===== src/rtl/mq_byte_packer_if.sv =====
// mq_byte_packer_if: byte-in / word-out bundle for the MQ byte packer.
// The master side drives coded bytes, flush and word_ready; the slave side
// (the packer) returns packed words plus segment status.
interface mq_byte_packer_if;
  logic [7:0]  byte_in;
  logic        byte_valid;
  logic        flush;
  logic [31:0] word_out;
  logic        word_valid;
  logic        word_ready;
  logic [2:0]  word_bytes;
  logic        word_last;
  logic [15:0] byte_count;
  logic        busy;
  logic        overflow;
  logic        marker_err;

  modport master (
    output byte_in, byte_valid, flush, word_ready,
    input  word_out, word_valid, word_bytes, word_last,
    input  byte_count, busy, overflow, marker_err
  );

  modport slave (
    input  byte_in, byte_valid, flush, word_ready,
    output word_out, word_valid, word_bytes, word_last,
    output byte_count, busy, overflow, marker_err
  );
endinterface


===== src/rtl/mq_byte_packer.sv =====
// mq_byte_packer: packs MQ coder bytes big-endian into 32-bit words, queues
// them in a small FIFO and terminates each code-block segment on flush.
// The input is never stalled; lost bytes/words raise a sticky overflow flag.
// Optional feature: define MQ_PACK_MARKER_CHECK_EN to build the illegal
// marker detector (a byte > 8'h8F directly after 8'hFF sets marker_err).
module mq_byte_packer #(
  parameter int FIFO_DEPTH = 8
) (
  input logic             clk,
  input logic             rst_n,
  mq_byte_packer_if.slave bus
);

  localparam int AW = $clog2(FIFO_DEPTH);
  localparam int PW = AW + 1;
  localparam int EW = 37;

  typedef enum logic [1:0] {IDLE, ACTIVE, DRAIN} state_t;

  state_t        state_q, state_d;
  logic [23:0]   acc_q, acc_d;
  logic [1:0]    fill_q, fill_d;
  logic [15:0]   byteCount_q, byteCount_d;
  logic          overflow_q, overflow_d;
  logic [PW-1:0] wrPtr_q, rdPtr_q;
  logic [EW-1:0] mem_q [FIFO_DEPTH];

  logic          empty, full, pop, lastPop, accept, pushReq, pushOk;
  logic          fullWord;
  logic [31:0]   wordData, pushData;
  logic [2:0]    pushBytes;
  logic          pushLast;
  logic [PW-1:0] occupancy;
  logic [EW-1:0] head;

  assign empty     = (wrPtr_q == rdPtr_q);
  assign full      = (wrPtr_q[AW] != rdPtr_q[AW]) &&
                     (wrPtr_q[AW-1:0] == rdPtr_q[AW-1:0]);
  assign occupancy = wrPtr_q - rdPtr_q;
  assign pop       = !empty && bus.word_ready;
  assign lastPop   = pop && (occupancy == PW'(1));
  assign pushOk    = pushReq && (!full || pop);

  // Byte assembly, flush termination, segment state and overflow detection
  always_comb begin
    state_d     = state_q;
    acc_d       = acc_q;
    fill_d      = fill_q;
    byteCount_d = byteCount_q;
    overflow_d  = overflow_q;
    pushReq     = 1'b0;
    pushData    = 32'h0;
    pushBytes   = 3'd0;
    pushLast    = 1'b0;
    fullWord    = 1'b0;
    wordData    = 32'h0;
    accept      = bus.byte_valid && (state_q != DRAIN);

    if (bus.byte_valid && (state_q == DRAIN)) overflow_d = 1'b1;

    if (accept) begin
      if (byteCount_q != 16'hFFFF) byteCount_d = byteCount_q + 16'd1;
      if (state_q == IDLE) state_d = ACTIVE;
      case (fill_q)
        2'd0: begin acc_d[23:16] = bus.byte_in; fill_d = 2'd1; end
        2'd1: begin acc_d[15:8]  = bus.byte_in; fill_d = 2'd2; end
        2'd2: begin acc_d[7:0]   = bus.byte_in; fill_d = 2'd3; end
        default: begin
          fullWord = 1'b1;
          wordData = {acc_q, bus.byte_in};
          acc_d    = 24'h0;
          fill_d   = 2'd0;
        end
      endcase
    end

    if (bus.flush && ((state_q == ACTIVE) || ((state_q == IDLE) && bus.byte_valid))) begin
      pushReq  = 1'b1;
      pushLast = 1'b1;
      state_d  = DRAIN;
      if (fullWord) begin
        pushData  = wordData;
        pushBytes = 3'd4;
      end else if (fill_d != 2'd0) begin
        pushData  = {acc_d, 8'h00};
        pushBytes = {1'b0, fill_d};
      end
      acc_d  = 24'h0;
      fill_d = 2'd0;
    end else if (fullWord) begin
      pushReq   = 1'b1;
      pushData  = wordData;
      pushBytes = 3'd4;
    end

    if (pushReq && full && !pop) overflow_d = 1'b1;

    if ((state_q == DRAIN) && (empty || lastPop)) begin
      state_d     = IDLE;
      byteCount_d = 16'h0;
    end
  end

  // Control registers and FIFO pointers; reset drops everything immediately
  always_ff @(posedge clk or negedge rst_n) begin
    if (!rst_n) begin
      state_q     <= IDLE;
      acc_q       <= 24'h0;
      fill_q      <= 2'd0;
      byteCount_q <= 16'h0;
      overflow_q  <= 1'b0;
      wrPtr_q     <= '0;
      rdPtr_q     <= '0;
    end else begin
      state_q     <= state_d;
      acc_q       <= acc_d;
      fill_q      <= fill_d;
      byteCount_q <= byteCount_d;
      overflow_q  <= overflow_d;
      wrPtr_q     <= wrPtr_q + PW'(pushOk);
      rdPtr_q     <= rdPtr_q + PW'(pop);
    end
  end

  // FIFO storage; top bit tags an entry as written so stale slots never leak out
  always_ff @(posedge clk) begin
    if (pushOk) mem_q[wrPtr_q[AW-1:0]] <= {1'b1, pushLast, pushBytes, pushData};
  end

  assign head           = mem_q[rdPtr_q[AW-1:0]];
  assign bus.word_valid = !empty;
  assign bus.word_out   = (!empty && head[36]) ? head[31:0]  : 32'h0;
  assign bus.word_bytes = (!empty && head[36]) ? head[34:32] : 3'd0;
  assign bus.word_last  = !empty && head[36] && head[35];
  assign bus.byte_count = byteCount_q;
  assign bus.busy       = (state_q != IDLE);
  assign bus.overflow   = overflow_q;

`ifdef MQ_PACK_MARKER_CHECK_EN
  logic [7:0] prevByte_q;
  logic       markerErr_q;

  // Track the last accepted byte across word boundaries and flag FF followed by > 8F
  always_ff @(posedge clk or negedge rst_n) begin
    if (!rst_n) begin
      prevByte_q  <= 8'h0;
      markerErr_q <= 1'b0;
    end else if ((state_q == DRAIN) && (state_d == IDLE)) begin
      prevByte_q <= 8'h0;
    end else if (accept) begin
      if ((prevByte_q == 8'hFF) && (bus.byte_in > 8'h8F)) markerErr_q <= 1'b1;
      prevByte_q <= bus.byte_in;
    end
  end

  assign bus.marker_err = markerErr_q;
`else
  assign bus.marker_err = 1'b0;
`endif

endmodule


===== src/flat_wrapper.sv =====
// flat-port wrapper written by rule: the top's interface ports become plain ports
module mq_byte_packer_flat 
#(
  parameter int FIFO_DEPTH = 8
)
  (clk, rst_n, bus_byte_in, bus_byte_valid, bus_flush, bus_word_ready, bus_word_out, bus_word_valid, bus_word_bytes, bus_word_last, bus_byte_count, bus_busy, bus_overflow, bus_marker_err);
  mq_byte_packer_if bus_i ();
  input logic clk;
  input logic rst_n;
  input wire logic [$bits(bus_i.byte_in)-1:0] bus_byte_in;
  input wire logic [$bits(bus_i.byte_valid)-1:0] bus_byte_valid;
  input wire logic [$bits(bus_i.flush)-1:0] bus_flush;
  input wire logic [$bits(bus_i.word_ready)-1:0] bus_word_ready;
  output wire logic [$bits(bus_i.word_out)-1:0] bus_word_out;
  output wire logic [$bits(bus_i.word_valid)-1:0] bus_word_valid;
  output wire logic [$bits(bus_i.word_bytes)-1:0] bus_word_bytes;
  output wire logic [$bits(bus_i.word_last)-1:0] bus_word_last;
  output wire logic [$bits(bus_i.byte_count)-1:0] bus_byte_count;
  output wire logic [$bits(bus_i.busy)-1:0] bus_busy;
  output wire logic [$bits(bus_i.overflow)-1:0] bus_overflow;
  output wire logic [$bits(bus_i.marker_err)-1:0] bus_marker_err;
  assign bus_i.byte_in = bus_byte_in;
  assign bus_i.byte_valid = bus_byte_valid;
  assign bus_i.flush = bus_flush;
  assign bus_i.word_ready = bus_word_ready;
  assign bus_word_out = bus_i.word_out;
  assign bus_word_valid = bus_i.word_valid;
  assign bus_word_bytes = bus_i.word_bytes;
  assign bus_word_last = bus_i.word_last;
  assign bus_byte_count = bus_i.byte_count;
  assign bus_busy = bus_i.busy;
  assign bus_overflow = bus_i.overflow;
  assign bus_marker_err = bus_i.marker_err;
  mq_byte_packer #(.FIFO_DEPTH(FIFO_DEPTH)) u_core (.clk(clk), .rst_n(rst_n), .bus(bus_i));
endmodule

===== config.mk =====
export PLATFORM = sky130hd
export DESIGN_NAME = mq_byte_packer_flat
export DESIGN_NICKNAME = d
export VERILOG_FILES = /design/src/rtl/mq_byte_packer_if.sv /design/src/rtl/mq_byte_packer.sv /design/src/flat_wrapper.sv
export SDC_FILE = /design/constraint.sdc
export NUM_CORES = 1
export LEC_CHECK = 0
export ABC_AREA = 1
export CORE_AREA = 2 2 183 185
export CTS_BUF_LIST = sky130_fd_sc_hd__clkbuf_4 sky130_fd_sc_hd__clkbuf_8
export DETAILED_ROUTE_END_ITERATION = 10
export DIE_AREA = 0 0 185 187
export SLEW_MARGIN = 20
export SYNTH_ARGS = -nofsm -noshare
export SYNTH_HDL_FRONTEND = slang
export SYNTH_SLANG_ARGS = --single-unit

===== constraint.sdc =====
create_clock -name clk -period 4.3 [get_ports clk]
set_input_delay 0.645 -clock clk [delete_from_list [all_inputs] [get_ports clk]]
set_output_delay 0.645 -clock clk [all_outputs]
set_load 0.01 [all_outputs]

==> run summary, run 1 <==
outcome -> completed
Initial Util -> 44.3%
Residual DRC -> 0
Logic pwr share -> 40.3%
Power Internal -> 7.26 mW
post-DR wirelength/cell -> 18.7 µm
share of cells above drive strength 1 -> 11.4%
Yosys reg bits -> 341
maximum vdd drop -> 0.458 mV
CTS Hold Bufs -> 0
critical path endpoint category -> output port
Final ANT Viol Nets -> 0
final setup violation count -> 0
Placement Rows -> 67
combinational family with the most area after synthesis -> simple AND/OR/NAND/NOR gates
drt via density -> 5.33
# H-tree levels -> 2
Final HPWL DP -> 21400 µm
die height -> 187 µm
Post-Synth XOR/XNOR Area -> 0.721%
worst-margin pin slew -> 1.06 ns
Mapped Avg Cell Area -> 10.9 µm²
Critical Path RT -> 3.65 ns
gp weighted congestion -> 0.855
number of inserted diodes -> 0
Total Routing Usage GR -> 21.1%
clk_skew -> 0.0400 ns
Crit Path Class -> reg -> out
leakage -> 6.38 nW
Worst-path clk slew -> 0.07 ns
vias in the first global route -> 9966
setup TNS -> 0 ns
Syn-to-layout area delta -> 16.6%
mux contribution to synthesized area -> 0%
top cells by area, synth -> edfxtp_1 (59%), dfrtp_1 (9.1%), nor2_1 (8.2%)
Core Util, Final -> 51.7%
Cells after Synth -> 1340
Final period util -> 93.1%
die area -> 34600 µm²
postcts setup bufs -> 0
CTS tree -> yes
fin nets -> 1461
first-pass GRT wire length -> 56300 µm
Final Power -> 11.7 mW
register area share after synthesis -> 68.4%
Reg power frac -> 35.7%
antenna violations before repair -> 0
post-layout min period -> 4.01 ns
post-synth net total -> 1366
Pre-antenna DRT Iters -> 5
Clk Tree Root Cell -> clkbuf_8
mapped cell area -> 14600 µm²
dominant cell type by area after synthesis -> edfxtp_1
fillers -> 2934
area of the multi-input gates -> 4080 µm²
Core Region -> 32900 µm²
Rel. slew slack -> 28.4%
Sequential Area -> 9980 µm²
Worst Path Arrival -> 3.36 ns
final hold violations -> 0
Synth Area in Compound Gates -> 11.0%
Die W -> 185 µm
RSZ-0062 raised after global routing -> no
Clock Sinks -> 341
Setup crit start kind -> register
Sw Share -> 37.8%
clock buffer depth -> 3
DR iter-0 viols -> 930
Max Clk Rate -> 0.250 GHz
post-synthesis simple-gate area fraction -> 14.6%
P per Cell Area -> 688 nW/µm²
Worst-Skew Late Latency -> 0.61 ns
Port Buffers -> 67
Worst Path Max Fanout -> 84
total CTS buffers -> 55
hold crit path type -> in -> async
largest net degree at the start of global routing -> 111
# Max-Cap Violations -> 0
Syn. warnings -> 0
I/O pin count -> 69
Pins Over Slew Limit -> 0
area share of the largest cell type after synthesis -> 59.3%
Unique masters post-synth -> 36
gr ovfl total -> 0
Vias -> 10266
Post-Synth Adder-Cell Area -> 1.17%
post-CTS resize count -> 0
Sw Pwr -> 4.42 mW
Clock Power Share -> 24.0%
total wire length -> 36100 µm
==> synthesized netlist by cell type <==
cell type,count
nor2_1,319
edfxtp_1,288
o21ai_0,228
nand2_1,135
inv_1,60
dfrtp_1,53
nand3_1,52
clkbuf_1,37
a31oi_1,36
buf_2,24
o21ai_1,23
a21oi_1,12
ha_1,12
xor2_1,11
nand2_2,7
buf_1,6
inv_2,4
buf_6,3
nor2_2,3
nor2_4,3
o21ai_2,3
or2_2,3
clkinv_1,2
nand3b_1,2
nand4_1,2
nor3_1,2
a21oi_2,1
a21oi_4,1
buf_4,1
conb_1,1
fa_1,1
inv_4,1
nand3_2,1
nor4_1,1
o21ai_4,1
xnor2_1,1
==> layer usage <==
metal | up-vias | GRT usage, % | share of wire (%) | wire, µm
met5 | - | 0 | 0 | 0
met4 | 0 | 5.62 | 1.8 | 652
met3 | 58 | 3.64 | 6.5 | 2330
met2 | 346 | 32.9 | 46 | 16700
met1 | 5021 | 30.7 | 45 | 16400
li1 | 4841 | - | - | -
==> registers in the layout (all words and copies together) (netlist names) <==
signal and cells:
u_core.acc_q 24, u_core.wrPtr_q 4, u_core.bus.overflow 1, u_core.rdPtr_q 4
u_core.fill_q 2, u_core.mem_q 288, u_core.state_q 2, u_core.bus.byte_count 16
==> final timing paths <==
check	from	endpoint	slack (ns)	cells past startpoint
min	rst_n	u_core.rdPtr_q[0]	0.19	1
max	u_core.rdPtr_q[0]	bus_word_out[29]	0.29	6
min reg2reg	u_core.rdPtr_q[2]	u_core.rdPtr_q[2]	0.52	1
max reg2reg	u_core.fill_q[0]	u_core.mem_q[4][26]	1.42	8
min in group clk	u_core.rdPtr_q[2]	u_core.rdPtr_q[2]	0.52	1
max in group asynchronous	rst_n	u_core.acc_q[9]	3.32	2
==> layout make-up <==
class                   instances  area share [%]
multi-input cells             861            24.0
flip-flops and latches        341            58.8
clock inverters                19           0.847
repair buffers                109            5.92
well taps                     448            3.30
clock buffers                  81            5.64
inverters                      67            1.51
==> power by group through the flow <==
stage	clock [mW]	sequential, mW	combinational [mW]
final	2.81	4.17	4.71
after global routing	3.00	4.20	5.22
after CTS	2.86	4.17	4.75
after detailed placement	0	4.23	4.72
after global placement	0	4.22	4.69
after floorplan	0	4.19	2.80
==> per-stage QoR <==
| step | area (µm²) | setup WS [ns] | cells | hold slack (ns) |
|---|---|---|---|---|
| floorplan | 14600 | 0.494 | 1340 | 0.349 |
| global placement | 15900 | 0.953 | 1826 | 0.499 |
| detailed placement | 15900 | 0.947 | 1826 | 0.513 |
| CTS | 17000 | 0.295 | 1926 | 0.197 |
| global route | 17000 | 0.0888 | 1926 | 0.231 |
| finish | 17000 | 0.295 | 1926 | 0.187 |
==> kinds of logic after synthesis <==
group / count (synthesis)
flops: 341
buf+inv: 138
other cells: 1
compound gates: 305
xor+xnor: 12
simple gates: 530
fa+ha+maj: 13
==> cells in the final DEF (no fill, tap or decap), types with 2 or more instances in the layout <==
cell type / Yosys / routed
nand2_1: 135 / 135
inv_2: 4 / 3
clkbuf_4: 0 / 25
ha_1: 12 / 12
edfxtp_1: 288 / 288
nor3_1: 2 / 2
nand4_1: 2 / 2
a31oi_1: 36 / 36
clkinv_2: 0 / 2
nand2_2: 7 / 7
clkdlybuf4s50_1: 0 / 66
o21ai_2: 3 / 3
inv_4: 1 / 2
or2_2: 3 / 3
nand3_1: 52 / 52
a21oi_1: 12 / 12
dfrtp_1: 53 / 51
bufinv_16: 0 / 2
o21ai_0: 228 / 228
clkbuf_8: 0 / 56
clkinv_1: 2 / 14
xor2_1: 11 / 11
nand3b_1: 2 / 2
o21ai_1: 23 / 23
nor2_1: 319 / 311
dfrtp_4: 0 / 2
nor2_4: 3 / 11
inv_1: 60 / 60
buf_12: 0 / 2
nor2_2: 3 / 3
inv_6: 0 / 2
buf_4: 1 / 40
==> worst max-delay path, stage by stage, from the launching register on <==
cell and delay, ns:
dfrtp_4 0.44, buf_4 0.69, o21ai_0 0.20, o21ai_0 0.27
o21ai_0 0.19, a31oi_1 0.33, clkdlybuf4s50_1 0.60
Power figures use the tool's default switching activity.
==> run 2, diff against run 1 <==
--- a/config.mk
+++ b/config.mk
@@ -6,11 +6,11 @@
 export NUM_CORES = 1
 export LEC_CHECK = 0
 export ABC_AREA = 1
-export CORE_AREA = 2 2 183 185
+export CORE_AREA = 2 2 159 161
 export CTS_BUF_LIST = sky130_fd_sc_hd__clkbuf_4 sky130_fd_sc_hd__clkbuf_8
 export DETAILED_ROUTE_END_ITERATION = 10
-export DIE_AREA = 0 0 185 187
-export SLEW_MARGIN = 20
+export DIE_AREA = 0 0 161 163
+export PLACE_DENSITY = 0.79
 export SYNTH_ARGS = -nofsm -noshare
 export SYNTH_HDL_FRONTEND = slang
 export SYNTH_SLANG_ARGS = --single-unit
==> run summary, run 2 (synthesis results as in run 1) <==
outcome -> completed (unchanged)
fillers -> 1769 (was 2934)
Pins Over Slew Limit -> 0 (unchanged)
Crit path max-delay family -> buffers and inverters (unchanged)
number of flip-flops in the largest register -> 288 (unchanged)
postcts setup bufs -> 0 (unchanged)
final hold slack -> 0.0580 ns (was 0.187 ns)
largest net degree at the start of global routing -> 111 (unchanged)
total CTS buffers -> 51 (was 55)
Syn-to-layout area delta -> 15.2% (was 16.6%)
die area -> 26200 µm² (was 34600 µm²)
Pre-antenna DRT Iters -> 5 (unchanged)
fin nets -> 1441 (was 1461)
DR iter-0 viols -> 1130 (was 930)
Initial Util -> 59.1% (was 44.3%)
Clock Sinks -> 341 (unchanged)
post-layout min period -> 3.70 ns (was 4.01 ns)
final cell area excluding filler cells -> 16800 µm² (was 17000 µm²)
Rel. slew slack -> 30.8% (was 28.4%)
critical path endpoint category -> output port (unchanged)
Inst Count DP -> 1692 (was 1826)
setup TNS -> 0 ns (unchanged)
# Max-Cap Violations -> 0 (unchanged)
final hold violations -> 0 (unchanged)
Core Region -> 24700 µm² (was 32900 µm²)
maximum vdd drop -> 0.414 mV (was 0.458 mV)
clock buffer depth -> 3 (unchanged)
post-CTS resize count -> 0 (unchanged)
Total Routing Usage GR -> 26.0% (was 21.1%)
area of the multi-input gates -> 4080 µm² (unchanged)
dpl cell area -> 15700 µm² (was 15900 µm²)
Core Util, Final -> 68.0% (was 51.7%)
RSZ-0062 raised after global routing -> no (unchanged)
critical-path cell list -> ha_1 -> inv_1 -> nor2_1 -> nand2_1 -> buf_12 -> o21ai_0 -> a31oi_1 -> clkdlybuf4s50_1 (was buf_4 -> o21ai_0 -> o21ai_0 -> o21ai_0 -> a31oi_1 -> clkdlybuf4s50_1)
CP bufs+invs -> 3 (was 2)
gp weighted congestion -> 0.896 (was 0.855)
Die W -> 161 µm (was 185 µm)
vias in the first global route -> 10197 (was 9966)
most frequent cells in the layout -> nor2_1 (311), edfxtp_1 (288), o21ai_0 (228) (unchanged)
gr ovfl total -> 0 (unchanged)
Critical Path RT -> 3.65 ns (about the same)
Max Clk Rate -> 0.271 GHz (was 0.250 GHz)
Worst-Skew Late Latency -> 0.57 ns (was 0.61 ns)
Worst Path Max Fanout -> 37 (was 84)
CTS Hold Bufs -> 0 (unchanged)
slowest cell delay on critical path -> 0.61 ns (was 0.69 ns)
Final Non-Filler Cells -> 1787 (was 1926)
first-pass GRT wire length -> 52900 µm (was 56300 µm)
Port Buffers -> 67 (unchanged)
I/O pin count -> 69 (unchanged)
hold crit path type -> in -> async (unchanged)
Crit Path Class -> reg -> out (unchanged)
Final ANT Viol Nets -> 0 (unchanged)
post-DR wirelength/cell -> 18.9 µm (was 18.7 µm)
leakage -> 6.31 nW (was 6.38 nW)
Final period util -> 86.0% (was 93.1%)
worst-margin pin slew -> 1.03 ns (was 1.06 ns)
number of inserted diodes -> 0 (unchanged)
Slowest-stage cell, CP -> clkdlybuf4s50_1 (was buf_4)
Residual DRC -> 0 (unchanged)
total wire length -> 33800 µm (was 36100 µm)
Clk Tree Root Cell -> clkbuf_8 (unchanged)
# H-tree levels -> 2 (unchanged)
Worst-path clk slew -> 0.06 ns (was 0.07 ns)
final setup violation count -> 0 (unchanged)
Sequential Area -> 9980 µm² (unchanged)
share of cells above drive strength 1 -> 10.5% (was 11.4%)
clk_skew -> 0.0149 ns (was 0.0400 ns)
Placement Rows -> 58 (was 67)
commonest non-fill, non-tap cell in the layout -> nor2_1 (unchanged)
Vias -> 10328 (was 10266)
Final HPWL DP -> 18700 µm (was 21400 µm)
antenna violations before repair -> 0 (unchanged)
CTS tree -> yes (unchanged)
P per Cell Area -> 684 nW/µm² (was 688 nW/µm²)
Worst Path Arrival -> 3.05 ns (was 3.36 ns)
die height -> 163 µm (was 187 µm)
drt via density -> 5.78 (was 5.33)
Setup crit start kind -> register (unchanged)
run 2: layout make-up:
type	count	area share, %
timing repair buffer	93	5.88
sequential	341	59.5
inverter	67	1.52
tap	330	2.46
clock buffer	86	6.12
clock inverter	9	0.216
multi-input combinational	861	24.3
run 2: layer usage:
layer  up-vias  GRT usage (%)  wire length [µm]
li1       4799              -                 -
met1      4893           34.9             13400
met2       546           43.2             16300
met3        90           4.71              3160
met4         0           9.62               911
met5         -              0                 0
run 2: power breakdown:
group | total (mW) | internal (mW) | leakage (nW) | switching [mW]
clock | 2.67 | 1.50 | 0.572 | 1.17
combinational | 4.62 | 1.75 | 2.31 | 2.87
sequential | 4.18 | 3.97 | 3.42 | 0.205
total | 11.5 | 7.22 | 6.31 | 4.25
run 2: final timing paths:
kind | slack (ns) | endpoint | from | depth (start not counted)
min reg2reg | 0.51 | u_core.bus.overflow | u_core.bus.overflow | 2
min | 0.06 | u_core.state_q[1] | rst_n | 1
min in group clk | 0.51 | u_core.bus.overflow | u_core.bus.overflow | 2
max in group asynchronous | 3.41 | u_core.acc_q[1] | rst_n | 2
max reg2reg | 1.44 | u_core.mem_q[5][13] | u_core.fill_q[0] | 6
max | 0.60 | bus_word_bytes[2] | u_core.wrPtr_q[2] | 8
run 2: per-stage QoR:
stage	setup WS, ns	power (mW)
2_1_floorplan	0.494	6.99
3_3_place_gp	1.05	8.70
3_5_place_dp	0.951	8.83
4_1_cts	0.585	11.5
5_1_grt	0.424	12.2
6_report	0.603	11.5
==> run 3, diff against run 2 <==
--- a/config.mk
+++ b/config.mk
@@ -10,6 +10,7 @@
 export CTS_BUF_LIST = sky130_fd_sc_hd__clkbuf_4 sky130_fd_sc_hd__clkbuf_8
 export DETAILED_ROUTE_END_ITERATION = 10
 export DIE_AREA = 0 0 161 163
+export GPL_ROUTABILITY_DRIVEN = 0
 export PLACE_DENSITY = 0.79
 export SYNTH_ARGS = -nofsm -noshare
 export SYNTH_HDL_FRONTEND = slang
==> results of run 3 <==
No change in the layout: final DEF, timing and power equal those of run 2.
